**config.mk**
```make
export PLATFORM = sky130hd
export DESIGN_NAME = sr_seq_flat
export DESIGN_NICKNAME = d
export VERILOG_FILES = /design/src/rtl/sr_seq_if.sv /design/src/rtl/sr_seq.sv /design/src/flat_wrapper.sv
export SDC_FILE = /design/constraint.sdc
export NUM_CORES = 1
export LEC_CHECK = 0
export CAP_MARGIN = 5
export CORE_UTILIZATION = 40
export CTS_BUF_LIST = sky130_fd_sc_hd__clkbuf_4
export CTS_CLUSTER_DIAMETER = 50
export CTS_CLUSTER_SIZE = 20
export DETAILED_ROUTE_END_ITERATION = 16
export HOLD_SLACK_MARGIN = 0.06
export PLACE_DENSITY_LB_ADDON = 0.25
export SETUP_SLACK_MARGIN = 0.3
export SLEW_MARGIN = 25
export SYNTH_ARGS = -nofsm -noshare
export SYNTH_HDL_FRONTEND = slang
export SYNTH_SLANG_ARGS = --single-unit
```
**constraint.sdc**
```tcl
create_clock -name clk -period 2.6 [get_ports clk]
set_clock_uncertainty 0.15 [all_clocks]
set_input_delay 0.65 -clock clk [delete_from_list [all_inputs] [get_ports clk]]
set_output_delay 0.65 -clock clk [all_outputs]
set_load 0.02 [all_outputs]
```
**src/rtl/sr_seq_if.sv**
```systemverilog
// Handshake and data bundle for the sequential right shifter.
// The requester drives operands and start; the shifter returns status and result.
interface sr_seq_if #(
  parameter int WIDTH = 16,
  parameter int SW    = $clog2(WIDTH)
);
  logic             start;
  logic [1:0]       mode;
  logic [SW-1:0]    shamt;
  logic [WIDTH-1:0] in;
  logic             busy;
  logic             done;
  logic [WIDTH-1:0] out;

  modport master (output start, mode, shamt, in, input busy, done, out);
  modport slave  (input start, mode, shamt, in, output busy, done, out);
endinterface

```
**src/rtl/sr_seq.sv**
```systemverilog
// Multi-cycle right shifter: logical, arithmetic or rotate, one bit per clock,
// with a start/busy/done handshake and a registered result.
module sr_seq #(
  parameter int WIDTH = 16,
  parameter int SW    = $clog2(WIDTH)
) (
  input  logic     clk,
  input  logic     reset,
  sr_seq_if.slave  bus
);

  typedef enum logic [1:0] {
    IDLE  = 2'd0,
    SHIFT = 2'd1,
    DONE  = 2'd2
  } state_t;

  state_t           state_q, state_d;
  logic [WIDTH-1:0] acc_q, acc_d;
  logic [SW-1:0]    cnt_q, cnt_d;
  logic [1:0]       md_q, md_d;
  logic [WIDTH-1:0] out_q, out_d;

  logic             fill;
  logic [WIDTH-1:0] shifted;

  always_ff @(posedge clk or negedge reset) begin
    if (!reset) begin
      state_q <= IDLE;
      acc_q   <= '0;
      cnt_q   <= '0;
      md_q    <= '0;
      out_q   <= '0;
    end else begin
      state_q <= state_d;
      acc_q   <= acc_d;
      cnt_q   <= cnt_d;
      md_q    <= md_d;
      out_q   <= out_d;
    end
  end

  // Mode 11 falls into the default arm and behaves as a logical shift.
  always_comb begin
    case (md_q)
      2'b01:   fill = acc_q[WIDTH-1];
      2'b10:   fill = acc_q[0];
      default: fill = 1'b0;
    endcase
    shifted = {fill, acc_q[WIDTH-1:1]};
  end

  always_comb begin
    state_d = state_q;
    acc_d   = acc_q;
    cnt_d   = cnt_q;
    md_d    = md_q;
    out_d   = out_q;
    case (state_q)
      IDLE: begin
        if (bus.start) begin
          acc_d = bus.in;
          cnt_d = bus.shamt;
          md_d  = bus.mode;
          if (bus.shamt == '0) begin
            state_d = DONE;
            out_d   = bus.in;
          end else begin
            state_d = SHIFT;
          end
        end
      end
      SHIFT: begin
        acc_d = shifted;
        cnt_d = cnt_q - SW'(1);
        // Last step: publish the shifted value in the same edge that enters DONE.
        if (cnt_q == SW'(1)) begin
          state_d = DONE;
          out_d   = shifted;
        end
      end
      DONE:    state_d = IDLE;
      default: state_d = IDLE;
    endcase
  end

  always_comb begin
    bus.busy = (state_q != IDLE);
    bus.done = (state_q == DONE);
    bus.out  = out_q;
  end

endmodule

```
**src/flat_wrapper.sv**
```systemverilog
// flat-port wrapper written by rule: the top's interface ports become plain ports
module sr_seq_flat 
#(
  parameter int WIDTH = 16,
  parameter int SW    = $clog2(WIDTH)
)
  (clk, reset, bus_start, bus_mode, bus_shamt, bus_in, bus_busy, bus_done, bus_out);
  sr_seq_if #(.WIDTH(WIDTH), .SW(SW)) bus_i ();
  input  logic clk;
  input  logic reset;
  input wire logic [$bits(bus_i.start)-1:0] bus_start;
  input wire logic [$bits(bus_i.mode)-1:0] bus_mode;
  input wire logic [$bits(bus_i.shamt)-1:0] bus_shamt;
  input wire logic [$bits(bus_i.in)-1:0] bus_in;
  output wire logic [$bits(bus_i.busy)-1:0] bus_busy;
  output wire logic [$bits(bus_i.done)-1:0] bus_done;
  output wire logic [$bits(bus_i.out)-1:0] bus_out;
  assign bus_i.start = bus_start;
  assign bus_i.mode = bus_mode;
  assign bus_i.shamt = bus_shamt;
  assign bus_i.in = bus_in;
  assign bus_busy = bus_i.busy;
  assign bus_done = bus_i.done;
  assign bus_out = bus_i.out;
  sr_seq #(.WIDTH(WIDTH), .SW(SW)) u_core (.clk(clk), .reset(reset), .bus(bus_i));
endmodule
```
# Word-level counts from Yosys, hierarchy flattened
# Cells that the tools add are included.
# word_totals
reg_bits	40
word_cells	35
# classes
n_addsub	1
n_eq_ne	8
mux	13
n_reduce_logical	8
# op_table
operator	n
16-bit two-way mux	4
16-bit case mux with 2 select lines	2
4-bit case mux with 2 select lines	1
2-bit two-way mux	3
2-bit AND reduction	3
2-bit by 1-bit == test with 1-bit output (second input constant)	2
2-bit == test (second input constant)	2
4-bit by 1-bit == test with 1-bit output (second input constant)	1
4-bit zero test	1
4-bit two-way mux	1
2-bit by 1-bit != test with 1-bit output (second input constant)	2
2-bit case mux with 2 select lines	1
4-bit AND reduction	1
2-bit nonzero test	2
4-bit by 1-bit subtractor with 4-bit output (second input constant)	1
2-bit zero test	1
2-bit != test (second input constant)	1
1-bit case mux with 2 select lines	1

# Depth between registers and ports, before layout
# depth
depth_word	4
depth_mapped	7
depth_no_buf	5

# Least setup slack after synthesis
# No wires, ideal clock.
# synth_path
path_kind	input port to flip-flop
start	input bus_shamt[2]
end	register u_core.out_q[15], in the netlist u_core.bus.out[15]
arrival_ns	1.656
required_time_ns	2.323
slack_ns	0.667
stages	4
cell_sequence	nor4_4 > a22o_1 > buf_4 > mux2_1
# synth_via
elab_chain_len	3
# synth_lines
item	line	rtl
start: declaration	flat_wrapper.sv:13	input wire logic [$bits(bus_i.shamt)-1:0] bus_shamt;
4-bit zero test	sr_seq.sv:65	if (bus.shamt == '0) begin
2-bit by 1-bit != test with 1-bit output (no source line)	-	
4-bit AND reduction (no source line)	-	
end signal: assignment	sr_seq.sv:39	out_q <= out_d;
end: declaration	sr_seq.sv:22	logic [WIDTH-1:0] out_q, out_d;
# Every way passes these cells.
# A chain may end at the register's enable or synchronous reset.

# Final worst setup path
# layout_path
start	register u_core.state_q[0]
end	output bus_busy
# layout_via
elab_chain_len	1
# layout_lines
item	line	rtl
start: declaration	sr_seq.sv:18	state_t state_q, state_d;
start signal: assignment	sr_seq.sv:35	state_q <= state_d;
2-bit nonzero test	sr_seq.sv:88	bus.busy = (state_q != IDLE);
end: declaration	flat_wrapper.sv:15	output wire logic [$bits(bus_i.busy)-1:0] bus_busy;
# Every way passes these cells.

==> PnR_summary.wiki <==
{| class="wikitable"
! Metric !! Value
|-
| Utilization after layout || 53.1%
|-
| Top FF cell, synth || sky130_fd_sc_hd__dfrtp_1
|-
| Nature of the critical path startpoint || register
|-
| Synth warn || 0
|-
| I/O pin cnt || 43
|-
| Unrepaired setup endpoints after global routing || false
|-
| Met3 wirelength from detailed routing || 215 um
|-
| Reported net switching power || 1210 uW
|-
| Met1 routed wirelength after detailed routing || 2190 um
|-
| H-tree levels || 2
|-
| Total vias in the final route || 1619
|-
| Portion of synthesized cell area occupied by the leading cell type || 49.9%
|-
| Logic gate share of total power || 51.5%
|-
| Instance count after placement with tap cells included || 291
|-
| Total core area || 4790 sq um
|-
| Share of flip-flops with an asynchronous set or reset || 100%
|-
| FP Rows || 25
|-
| Internal portion of total power || 1710 uW
|-
| Number of instances in the synthesized netlist || 186
|-
| Seq cells post-synth || 40
|-
| Total negative setup slack || 0 ns
|-
| Area leader, netlist || sky130_fd_sc_hd__dfrtp_1
|-
| Area grow syn2layout || 26.7%
|-
| CP Data Required Time || 1.80 ns
|-
| Type of the worst setup path || reg2out
|-
| Final setup violating endpoints || 0
|-
| Highest metal layer with signal wires || met4
|-
| Summed area of non-filler cells in the final layout || 2540 sq um
|-
| Count of routing violations after the opening detailed-route iteration || 76
|-
| Class of the tightest hold or removal check || in2async
|-
| Die boundary height || 72.8 um
|-
| Count of TritonRoute iterations in the first routing pass || 4
|-
| Total grt overflow || 0
|-
| Final Hold Vio Count || 0
|-
| Top post-synthesis cells by count || sky130_fd_sc_hd__dfrtp_1, sky130_fd_sc_hd__nand2_1, sky130_fd_sc_hd__mux2i_1
|-
| Count of buffers inserted at the top-level ports || 42
|-
| Clk sinks || 40
|-
| Final period util || 86.5%
|-
| Post-layout instance count excluding filler cells || 298
|-
| Post-synth design cell area || 2000 sq um
|-
| Crit path capture type || output pin
|-
| Cells taking the most area after synthesis || sky130_fd_sc_hd__dfrtp_1, sky130_fd_sc_hd__mux2i_1, sky130_fd_sc_hd__a221oi_1
|-
| Sequential fraction of design power || 37.6%
|-
| Final nets || 260
|-
| Residual DRC count || 0
|-
| Sum of net half-perimeters after detailed placement || 3190 um
|-
| Maximum clock frequency || 0.445 GHz
|-
| Post-synth EDFFs || 0
|-
| Number of global-route vias before repair || 1639
|-
| Post-synthesis average cell area || 10.8 sq um
|-
| Die outline width || 72.8 um
|-
| Routed Wire Length || 4640 um
|-
| Post-route minimum period || 2.25 ns
|-
| Clock-pin transition on the worst setup and hold timing paths || 0.12 ns
|-
| Antenna diode count || 0
|-
| Die footprint || 5300 sq um
|-
| Final max-slew violation count || 0
|-
| Post-synthesis net count || 215
|-
| Effective utilization at floorplan || 41.9%
|-
| Residual antenna-violating net count after detailed routing || 0
|-
| Fraction of final layout cells sized beyond drive strength 1 || 11.7%
|-
| Run status || finished clean
|-
| Peak ir drop on the vdd network || 520 uV
|-
| Maximum number of pins on one net before global-route repair || 26
|-
| Yosys cell types || 28
|-
| Antenna violations before repair || 0
|-
| Overall power of the completed layout || 2910 uW
|-
| Post-CTS setup buffer count || 0
|-
| Net switching fraction of the power || 41.5%
|-
| Leakage power summed over all cells || 0.00113 uW
|-
| Slew at the pin closest to its max-slew limit || 0.580 ns
|-
| Mean routed wirelength per cell || 15.6 um
|-
| Pwr dens || 1150 nW/um^2
|-
| Final Wtd Congestion || 0.791
|-
| Proportion of synthesized chip area in sequential cells || 49.9%
|-
| Total clock buffers created by CTS || 5
|-
| GRT Overall Usage || 19.8%
|-
| First-pass GRT wire length || 7890 um
|-
| Clock tree from TritonCTS || done
|-
| Drt via density || 5.43
|-
| Crit path DAT || 1.45 ns
|-
| Maximum buffer depth of the clock tree || 2
|-
| Largest driver fanout on the critical path || 7
|-
| Part of the power in the clock network || 10.9%
|-
| Slew Limit Headroom || 61.2%
|-
| Clock tree root buffer cell || sky130_fd_sc_hd__clkbuf_4
|-
| Clock network latency to the later pin of the worst-skew pair || 0.35 ns
|-
| Met2 wirelength from detailed routing || 2180 um
|-
| Area after detailed placement || 2490 sq um
|-
| Dominant cell by count in the synthesized netlist || sky130_fd_sc_hd__dfrtp_1
|-
| Maximum Capacitance Violations || 0
|}
## registers in the layout, indices dropped and copies added, names as in the netlist
signal and flops:
u_core.md_q 2, u_core.cnt_q 4, u_core.acc_q 16, u_core.bus.out 16, u_core.state_q 2
## through the flow
stage / worst slack [ns] / hold WS (ns)
CTS: 0.324 / 0.102
global route: 0.301 / 0.108
global placement: 0.328 / 0.333
floorplan: 0.667 / 0.204
detailed placement: 0.293 / 0.341
finish: 0.351 / 0.0887
## metal layers
layer	GRT usage, %	vias up
met1	27.0	794
li1	-	779
met5	0	-
met4	7.19	0
met3	4.83	7
met2	30.5	39
## kinds of logic (layout without fill, tap and decap cells)
kind of cell    count (synthesis)  count (layout)  synth area share [%]
flops                          40              40                  49.9
simple gates                   47              47                  11.9
buf+inv                        19              64                  6.30
compound gates                 55              55                  18.8
mux                            21              21                  10.6
fa+ha+maj                       4               4                  2.50
## cells in the final DEF (no fill, tap or decap), types with 3 or more instances in the layout
cell / instances
sky130_fd_sc_hd__o21ai_0: 18
sky130_fd_sc_hd__mux2i_1: 19
sky130_fd_sc_hd__ha_1: 4
sky130_fd_sc_hd__dfrtp_1: 38
sky130_fd_sc_hd__clkdlybuf4s50_1: 39
sky130_fd_sc_hd__a31oi_1: 15
sky130_fd_sc_hd__inv_1: 4
sky130_fd_sc_hd__nand2_1: 34
sky130_fd_sc_hd__a221oi_1: 15
sky130_fd_sc_hd__clkbuf_4: 6
sky130_fd_sc_hd__buf_4: 10
sky130_fd_sc_hd__a22o_1: 3
## cell type report
class	instances	area, sq um
Inverter	4	15.0
Timing Repair Buffer	53	508
Fill cell	425	2250
Tap cell	67	83.8
Sequential cell	40	1000
Clock inverter	1	5.00
Multi-Input combinational cell	127	880
Clock buffer	6	45.0
## power groups by stage
stage | Sequential, uW | Combinational (uW) | Clock, uW
after floorplan | 1210 | 898 | 0
after global placement | 1110 | 1490 | 0
after detailed placement | 1110 | 1520 | 0
after CTS | 1100 | 1520 | 324
after global routing | 1130 | 1660 | 354
final | 1100 | 1500 | 318
## critical path, stage by stage, from the launching register on
cell	delay [ns]
sky130_fd_sc_hd__dfrtp_2	0.47
sky130_fd_sc_hd__or2_2	0.30
sky130_fd_sc_hd__dlygate4sd2_1	0.32
## worst paths after layout
| check | from | slack, ns | cells after the start | to |
|---|---|---|---|---|
| setup / recovery | u_core.state_q[0]$_DFFE_PN0P_ | 0.35 | 2 | bus_busy |
| setup reg to reg | u_core.cnt_q[1]$_DFFE_PN0P_ | 0.58 | 6 | u_core.bus.out[7]$_DFFE_PN0P_ |
| max in group asynchronous | reset | 1.72 | 2 | u_core.state_q[1]$_DFFE_PN0P_ |
| min in group clk | u_core.bus.out[15]$_DFFE_PN0P_ | 0.36 | 1 | u_core.bus.out[15]$_DFFE_PN0P_ |
| hold reg to reg | u_core.bus.out[15]$_DFFE_PN0P_ | 0.36 | 1 | u_core.bus.out[15]$_DFFE_PN0P_ |
| hold / removal | reset | 0.09 | 1 | u_core.md_q[1]$_DFFE_PN0P_ |
## what timing repair did
item	in CTS	in global routing
hold buffers	0	0
pin swaps	0	0
resized for setup	3	1
hold endpoints to repair	0	0
endpoints found under the setup margin	2	1
Note: power is estimated with default switching activity, not from simulation.
